==> src/rtl/ram_arbiter.sv <==
// ram_arbiter
//   Shares one 4-lane byte-addressable data RAM (1-cycle synchronous read)
//   between an instruction-fetch port (IF) and a load/store port (LS).
//   At most one request is granted per cycle. Its response is returned
//   exactly one cycle after acceptance. LS has priority. IF is forced a
//   grant after STARVE_MAX consecutive LS grants while IF was waiting.
//
// Ports
//   clk, rst            clock, synchronous active-high reset
//   if_req_*            IF word read request (valid/ready/addr)
//   if_rsp_*            IF read response (valid/data)
//   ls_req_*            LS request (valid/ready/addr/we/size/uns/wdata)
//   ls_rsp_*            LS response (valid/data/err)
//   ram_*               RAM side: lane write enables, byte address,
//                       lane-positioned write data, read enable, read data
module ram_arbiter #(
  parameter int AW         = 32,
  parameter int DW         = 32,
  parameter int STARVE_MAX = 4
) (
  input  logic          clk,
  input  logic          rst,
  input  logic          if_req_valid,
  output logic          if_req_ready,
  input  logic [AW-1:0] if_req_addr,
  output logic          if_rsp_valid,
  output logic [DW-1:0] if_rsp_data,
  input  logic          ls_req_valid,
  output logic          ls_req_ready,
  input  logic [AW-1:0] ls_req_addr,
  input  logic          ls_req_we,
  input  logic [1:0]    ls_req_size,
  input  logic          ls_req_uns,
  input  logic [DW-1:0] ls_req_wdata,
  output logic          ls_rsp_valid,
  output logic [DW-1:0] ls_rsp_data,
  output logic          ls_rsp_err,
  output logic [3:0]    ram_wen,
  output logic [AW-1:0] ram_addr,
  output logic [DW-1:0] ram_wdata,
  output logic          ram_ren,
  input  logic [DW-1:0] ram_rdata
);

  localparam int SW = $clog2(STARVE_MAX + 1);
  localparam logic [SW-1:0] STARVE_LIM = SW'(STARVE_MAX);

  logic [SW-1:0] starve_q, starve_d;
  logic          if_pend_q, if_pend_d;
  logic          ls_pend_q, ls_pend_d;
  logic          ls_load_q, ls_load_d;
  logic          ls_err_q, ls_err_d;
  logic [1:0]    ls_off_q, ls_off_d;
  logic [1:0]    ls_size_q, ls_size_d;
  logic          ls_uns_q, ls_uns_d;

  logic          if_gnt, ls_gnt, ls_bad;
  logic [3:0]    lane_base;
  logic [DW-1:0] store_data;
  logic [7:0]    ld_byte;
  logic [15:0]   ld_half;
  logic [DW-1:0] ld_ext;

  // Grant and starvation tracking. Nothing is granted while in reset so
  // requests presented then are dropped and the RAM stays idle.
  always_comb begin
    if_gnt   = !rst && if_req_valid && (!ls_req_valid || starve_q == STARVE_LIM);
    ls_gnt   = !rst && ls_req_valid && !if_gnt;
    starve_d = starve_q;
    if (if_gnt || !if_req_valid) begin
      starve_d = '0;
    end else if (ls_gnt && starve_q != STARVE_LIM) begin
      starve_d = starve_q + SW'(1);
    end
  end

  assign if_req_ready = if_gnt;
  assign ls_req_ready = ls_gnt;

  // Size/alignment decode and lane placement of store data.
  always_comb begin
    ls_bad     = 1'b0;
    lane_base  = 4'b1111;
    store_data = ls_req_wdata;
    case (ls_req_size)
      2'b00: begin
        lane_base  = 4'b0001;
        store_data = {4{ls_req_wdata[7:0]}};
      end
      2'b01: begin
        lane_base  = 4'b0011;
        store_data = {2{ls_req_wdata[15:0]}};
        ls_bad     = ls_req_addr[0];
      end
      2'b10: begin
        ls_bad = (ls_req_addr[1:0] != 2'b00);
      end
      default: begin
        ls_bad = 1'b1;
      end
    endcase
  end

  always_comb begin
    ram_ren   = 1'b0;
    ram_wen   = 4'b0000;
    ram_addr  = '0;
    ram_wdata = '0;
    if (if_gnt) begin
      ram_ren  = 1'b1;
      ram_addr = if_req_addr;
    end else if (ls_gnt) begin
      ram_addr = ls_req_addr;
      if (!ls_bad) begin
        if (ls_req_we) begin
          ram_wen   = lane_base << ls_req_addr[1:0];
          ram_wdata = store_data;
        end else begin
          ram_ren = 1'b1;
        end
      end
    end
  end

  // Per-request context captured at acceptance for the response cycle.
  always_comb begin
    if_pend_d = if_gnt;
    ls_pend_d = ls_gnt;
    ls_load_d = ls_gnt && !ls_req_we && !ls_bad;
    ls_err_d  = ls_gnt && ls_bad;
    ls_off_d  = ls_req_addr[1:0];
    ls_size_d = ls_req_size;
    ls_uns_d  = ls_req_uns;
  end

  always_ff @(posedge clk) begin
    if (rst) begin
      starve_q  <= '0;
      if_pend_q <= 1'b0;
      ls_pend_q <= 1'b0;
      ls_load_q <= 1'b0;
      ls_err_q  <= 1'b0;
      ls_off_q  <= 2'b00;
      ls_size_q <= 2'b00;
      ls_uns_q  <= 1'b0;
    end else begin
      starve_q  <= starve_d;
      if_pend_q <= if_pend_d;
      ls_pend_q <= ls_pend_d;
      ls_load_q <= ls_load_d;
      ls_err_q  <= ls_err_d;
      ls_off_q  <= ls_off_d;
      ls_size_q <= ls_size_d;
      ls_uns_q  <= ls_uns_d;
    end
  end

  // Load extraction from the RAM word returned in the response cycle.
  always_comb begin
    ld_byte = ram_rdata[{ls_off_q, 3'b000} +: 8];
    ld_half = ls_off_q[1] ? ram_rdata[31:16] : ram_rdata[15:0];
    case (ls_size_q)
      2'b00:   ld_ext = ls_uns_q ? {24'b0, ld_byte} : {{24{ld_byte[7]}}, ld_byte};
      2'b01:   ld_ext = ls_uns_q ? {16'b0, ld_half} : {{16{ld_half[15]}}, ld_half};
      default: ld_ext = ram_rdata;
    endcase
  end

  assign if_rsp_valid = if_pend_q;
  assign if_rsp_data  = if_pend_q ? ram_rdata : '0;
  assign ls_rsp_valid = ls_pend_q;
  assign ls_rsp_err   = ls_pend_q && ls_err_q;
  assign ls_rsp_data  = (ls_pend_q && ls_load_q) ? ld_ext : '0;

endmodule

==> config.mk <==
export PLATFORM = sky130hd
export DESIGN_NAME = ram_arbiter
export DESIGN_NICKNAME = d
export VERILOG_FILES = /design/src/rtl/ram_arbiter.sv
export SDC_FILE = /design/constraint.sdc
export NUM_CORES = 1
export LEC_CHECK = 0
export ABC_AREA = 1
export CAP_MARGIN = 20
export CORE_AREA = 2 2 105 107
export DETAILED_ROUTE_END_ITERATION = 8
export DIE_AREA = 0 0 107 109
export GPL_TIMING_DRIVEN = 0
export PLACE_DENSITY_LB_ADDON = 0.15
export REMOVE_ABC_BUFFERS = 1
export SLEW_MARGIN = 20
export SYNTH_ARGS = -nofsm -noshare
export SYNTH_HDL_FRONTEND = slang
export SYNTH_SLANG_ARGS = --single-unit
==> constraint.sdc <==
create_clock -name clk -period 2.4 [get_ports clk]
set_clock_uncertainty 0.1 [all_clocks]
set_input_delay 0.48 -clock clk [delete_from_list [all_inputs] [get_ports clk]]
set_output_delay 0.48 -clock clk [all_outputs]
set_load 0.005 [all_outputs]
==> results.cfg, run 1 <==
[final_layout]
final_area_um2 = 5880
antennaDiodeCount = 0
n_fill_cell = 1085
nets = 926
post_route_cells_drive_above_1_share_pct = 31.0
areaGrowthSynthToFinish_pct = 145

[synth]
yosysTopAreaCell = nand2_1
yosys.area_share.simple_pct = 54.4
synth_edf_count = 0
synth_area_leaders = nand2_1, nor2_1, inv_1
syn_area_um2 = 2410
synth_top_area_share_pct = 25.6
synth-xor-area-share_pct = 0.364
yosysWarningCount = 0
synthMuxAreaShare_pct = 0
synth_compound_area_share_pct = 16.1
async_flop_share_pct = 0
synth_fa_ha_area_share_pct = 1.04
syn_inst = 463
ys_types = 32
syn_area_per_cell_um2 = 5.20
ys_seq_area_share_pct = 9.98
synthFlopType = dfxtp_1
ys_ff_latch = 12
synth_top_family_by_area = simple AND/OR/NAND/NOR gates

[clock_network]
clkSinkCount = 12
path_clk_slew_ns = 0.05
cts_tree = yes
root_buffer = clkbuf_8
cts-buffers-inserted = 3
clock_path_buffers = 2
htreeDepth = 1
holdBufCountCts = 0
clkLatencyLatePin_ns = 0.25

[floorplanning]
pin_count = 274
rows = 38
start_util_pct = 22.7
die_area_um2 = 11700
core_area_um2 = 10600
die_width_um = 107
fp.dieH_um = 109

[sta]
slew_headroom_pct = 57.5
slew_viol_final = 0
post-route-min-period_ns = 2.43
tightestPinTransition_ns = 0.637
hold_viol = 0
worst_slack_ns = -0.0296
rsz0062_at_grt = yes
setup_viol = 9
fmax_mhz = 412
min_period_over_period_pct = 101

[pwr]
vdd_drop_max_mv = 0.132
p_leak_nw = 3.33
powerDensity_nw_per_um2 = 206

[global_routing]
overflow = 0
grt_max_degree = 34
antenna_found_initial = 0
grt_pass1_wl_mm = 20.3
track_usage_pct = 21.8
grt_pass1_vias = 3999

[setup_path]
crit_type = flop to output pin
endpoint_kind = output pin
path_max_fanout = 6
r2r-end = ls_err_q
r2r_setup_slack_ns = 0.83
crit_path_start = starve_q[1]
worstRegToRegCells = 11
r2r_start = starve_q[1]
crit_path_start_kind = flop
endpoint = ram_addr[2]
cp.arrival_ns = 1.85
worstPathRequired_ns = 1.82

[placement]
place_area_um2 = 5170
dp_slack_ns = -1.72
portBuffers = 273
place_congestion = 0.787
hpwl_mm = 9.66

[min_path]
hold_path_class = flop to flop
holdPathStages = 2

[route]
viasPerCell = 4.49
drt_first_pass_iters = 4
vias = 4158
routed_wl_mm = 13.8
ant_nets = 0
drtIter0Drc = 163
wl_per_cell_um = 14.9
drcViolationCount = 0

[flow_run]
maxCapViolations = 0

[status]
outcome = finished with violations
violations = setup timing
==> layer usage <==
metal	vias up	GRT usage (%)	part of all wire (%)
met5	-	0	0
met4	0	5.29	1.7
met3	17	4.60	7.4
met2	170	40.5	52
met1	1884	25.5	39
li1	2087	-	-
==> final cells by class <==
cell class / instances / area (µm²) / share of cell area (%)
timing repair buffer: 335 / 2970 / 50.4
multi-input combinational: 355 / 2050 / 34.9
inverter: 76 / 329 / 5.59
sequential: 12 / 255 / 4.34
tap: 140 / 175 / 2.98
clock buffer: 4 / 55.1 / 0.936
timing repair inverter: 5 / 47.5 / 0.808
==> through the flow <==
step	hold slack [ns]	power [mW]	setup TNS, ns	utilization (%)	instances
after CTS	0.409	1.18	-2.28	54.5	913
after global routing	0.435	1.29	-1.90	55.5	927
after detailed placement	0.350	0.869	-106.16	48.8	852
after global placement	0.328	0.865	-104.11	48.8	852
after floorplan	0.317	0.443	-0.405	-	439
final	0.433	1.21	-0.193	55.5	927
==> registers in the layout, indices dropped and copies added, names as in the netlist <==
| register | flops |
|---|---|
| ls_uns_q | 1 |
| ls_load_q | 1 |
| ls_rsp_valid | 1 |
| if_rsp_valid | 1 |
| ls_err_q | 1 |
| ls_size_q | 2 |
| ls_off_q | 2 |
| starve_q | 3 |
==> repair_timing <==
| item | CTS | global route |
|---|---|---|
| setup buffers | 46 | 16 |
| setup endpoints to repair | 136 | 74 |
| gates cloned | 11 | 1 |
| resized for setup | 419 | 85 |
| pin swaps | 71 | 36 |
==> cells in the mapped netlist, types with 2 or more instances <==
library cell and number:
nand2_1 164, nor2_1 81, inv_1 72, a22o_1 30
nand3_1 17, o21ai_0 16, dfxtp_1 12, clkbuf_1 11
nor2_4 10, nor3_1 7, nand2_4 5, nand4_1 5
buf_4 4, a21oi_1 3, buf_1 3, buf_2 3
buf_6 2, ha_1 2, inv_2 2, nor3b_1 2
==> power breakdown <==
part	leakage, nW	internal [mW]	switching (mW)
clock network	0.0288	0.145	0.0750
registers	0.102	0.207	0.0150
logic	3.20	0.429	0.341
total	3.33	0.781	0.431
==> cell families (layout without fill, tap and decap cells) <==
family,Yosys count,count (layout)
fa+ha+maj,2,2
simple gates,295,299
xor+xnor,1,1
buf+inv,100,420
compound gates,53,53
flops,12,12
==> layout by cell type, fill, tap and decap left out, drive strengths merged, types with 18 or more instances in the layout <==
master,instances
buf,129
nand3,22
nor2,93
a22o,30
o21ai,18
dlygate4sd2,37
clkdlybuf4s50,141
inv,77
clkbuf,19
nand2,170
==> how the worst min path moves through the flow <==
stage | from | slack [ns] | to
floorplan | starve_q[0] | 0.32 | starve_q[0]
global placement | starve_q[0] | 0.33 | starve_q[0]
detailed placement | starve_q[0] | 0.35 | starve_q[0]
CTS | starve_q[0] | 0.41 | starve_q[0]
global route | starve_q[0] | 0.44 | starve_q[0]
finish | starve_q[0] | 0.43 | starve_q[0]
==> critical path, stage by stage (launching register included) <==
cell and delay, ns:
dfxtp_2 0.34, inv_2 0.05, ha_4 0.15, nand2_2 0.06
nand2_2 0.06, nand2_4 0.08, buf_6 0.13, clkinvlp_4 0.13
buf_12 0.16, buf_6 0.11, a22o_1 0.20, buf_2 0.13
Power figures use the tool's default switching activity.
==> run 2, diff against run 1 <==
--- a/config.mk
+++ b/config.mk
@@ -5,11 +5,10 @@
 export SDC_FILE = /design/constraint.sdc
 export NUM_CORES = 1
 export LEC_CHECK = 0
-export ABC_AREA = 1
 export CAP_MARGIN = 20
-export CORE_AREA = 2 2 105 107
+export CORE_AREA = 2 2 106 108
 export DETAILED_ROUTE_END_ITERATION = 8
-export DIE_AREA = 0 0 107 109
+export DIE_AREA = 0 0 108 110
 export GPL_TIMING_DRIVEN = 0
 export PLACE_DENSITY_LB_ADDON = 0.15
 export REMOVE_ABC_BUFFERS = 1
==> run 2 against run 1 <==
Effect of this change: the run still ends with setup timing left; synthesized cell count is 26% lower; largest power group unchanged; critical path type unchanged; synthesized area is 7.1% lower; utilization is 1.3 points lower; non-clock buffer count is 7 lower; die area is 1.9% higher.
==> results.cfg, run 2 <==
[status]
outcome = finished with violations
violations = setup timing

[sta]
tightestPinTransition_ns = 0.663
rsz0062_at_grt = yes
slew_viol_final = 0
post-route-min-period_ns = 2.70
min_period_over_period_pct = 113
worst_slack_ns = -0.301
fmax_mhz = 370
setup-tns-final_ns = -4.01
slew_headroom_pct = 55.8
hold_viol = 0
setup_viol = 23

[pwr]
vdd_drop_max_mv = 0.117
powerDensity_nw_per_um2 = 206
p_leak_nw = 2.72

[route]
drcViolationCount = 0
wl_per_cell_um = 17.7
viasPerCell = 4.78
drt_first_pass_iters = 4
vias = 3786
routed_wl_mm = 14.0
ant_nets = 0
drtIter0Drc = 128

[final_layout]
regMostFlops = starve_q
regArea_um2 = 255
largest_register_ffs = 3
nets = 791
n_fill_cell = 1040
layout_commonest_cell = clkdlybuf4s50_1
mostFrequentLayoutCells = clkdlybuf4s50_1, nand2_1, buf_2
areaGrowthSynthToFinish_pct = 159
post_route_cells_drive_above_1_share_pct = 33.3
reg_top3 = starve_q x3, ls_off_q x2, ls_size_q x2
multi_input_area_um2 = 2220
antennaDiodeCount = 0
layoutNonFillerInstCount = 792

[synth]
synth_edf_count = 0
synth_area_leaders = a22o_1, and2_1, dfxtp_1
syn_area_um2 = 2240
ys_seq_area_share_pct = 10.7
ys_types = 39
synthFlopType = dfxtp_1
syn_area_per_cell_um2 = 6.50
async_flop_share_pct = 0
ys_ff_latch = 12
yosysMostFrequentCell = nand2_1
synth_common_cells = nand2_1, and2_1, a21oi_1
syn_inst = 344
yosysTopAreaCell = a22o_1
synth_top_area_share_pct = 12.5
yosysWarningCount = 0

[placement]
portBuffers = 273
hpwl_mm = 9.98
place_congestion = 0.799
placed_cells = 728

[setup_path]
endpoint_kind = output pin
path_max_fanout = 5
cp.arrival_ns = 2.12
max_stage_delay_ns = 0.55
crit_type = flop to output pin
crit_path_start_kind = flop
cp_cell_sequence = buf_6, inv_2, or3_4, a2111o_2, buf_12, buf_6, nand2_2, buf_2
worstPathRequired_ns = 1.82
worstRegToRegCells = 5
crit_slowest_cell = a2111o_2
cp_common_cell = buf_6

[clock_network]
path_clk_slew_ns = 0.06
root_buffer = clkbuf_8
clkLatencyLatePin_ns = 0.25
cts_tree = yes
clkSinkCount = 12
cts-buffers-inserted = 3
holdBufCountCts = 0
clock_path_buffers = 2
htreeDepth = 1

[flow_run]
maxCapViolations = 0

[floorplanning]
fp.dieH_um = 110
die_width_um = 108
core_area_um2 = 10700
die_area_um2 = 11900
start_util_pct = 20.9
rows = 38
pin_count = 274

[global_routing]
grt_max_degree = 34
grt_pass1_wl_mm = 20.3
antenna_found_initial = 0
overflow = 0
track_usage_pct = 22.0
grt_pass1_vias = 3765

[min_path]
hold_path_class = flop to flop
holdPathStages = 1
==> run 2: worst max-delay path, delay by kind of cell (launching register included) <==
kind | cells | cell delay, ns
AOI/OAI and AO/OA | 1 | 0.55
buffers and inverters | 5 | 0.51
and+or+nand+nor | 2 | 0.46
DFF | 1 | 0.36
==> run 2: final timing paths <==
kind	start	end	slack, ns
worst min register to register	starve_q[0]	starve_q[0]	0.32
worst min-delay path	starve_q[0]	starve_q[0]	0.32
worst max-delay path	ls_size_q[0]	ls_rsp_data[23]	-0.30
worst max register to register	starve_q[0]	ls_load_q	1.16
==> run 2: through the flow <==
| step | total power [mW] | util [%] | hold slack (ns) | instance area, µm² | setup slack [ns] |
|---|---|---|---|---|---|
| finish | 1.19 | 54.2 | 0.324 | 5790 | -0.301 |
| global route | 1.26 | 54.2 | 0.354 | 5790 | -0.362 |
| detailed placement | 0.855 | 47.2 | 0.347 | 5050 | -2.03 |
| floorplan | 0.413 | - | 0.325 | 2100 | -0.435 |
| CTS | 1.16 | 52.7 | 0.331 | 5640 | -0.325 |
| global placement | 0.846 | 46.9 | 0.339 | 5010 | -2.37 |
==> run 2: timing repair <==
item	in CTS	in global routing
gates cloned	6	1
buffers inserted	38	15
pin swaps	39	16
gates resized for setup	368	63
endpoints found under the setup margin	135	66
==> run 2: cell families (layout without fill, tap and decap cells) <==
| group | after synthesis | in the layout | synth area share (%) |
|---|---|---|---|
| and+or+nand+nor | 166 | 169 | 36.1 |
| AOI/OAI and AO/OA | 93 | 94 | 29.0 |
| buffers and inverters | 37 | 341 | 7.05 |
| muxes | 33 | 33 | 15.6 |
| DFF | 12 | 12 | 10.7 |
| adders and majority gates | 2 | 2 | 1.12 |
| xor gates and xnor gates | 1 | 1 | 0.392 |
==> run 2: per-layer routing <==
metal  vias up  wire length (µm)  track usage, %
li1       1838                 -               -
met1      1762              4890            22.3
met2       173              7470            44.5
met3        13              1420            5.82
met4         0               236            4.85
met5         -                 0               0
==> run 2: power by group <==
part | internal (mW) | total, mW | switching (mW) | leakage (nW)
Sequential | 0.207 | 0.221 | 0.0138 | 0.102
Combinational | 0.457 | 0.750 | 0.294 | 2.59
Clock | 0.145 | 0.222 | 0.0769 | 0.0288
==> run 2: cell type report <==
type / instances / area share, %
Timing Repair Buffer: 328 / 52.3
Multi-Input combinational cell: 299 / 38.3
Sequential cell: 12 / 4.41
Tap cell: 140 / 3.02
Clock buffer: 4 / 0.950
Inverter: 7 / 0.734
Timing Repair inverter: 2 / 0.302
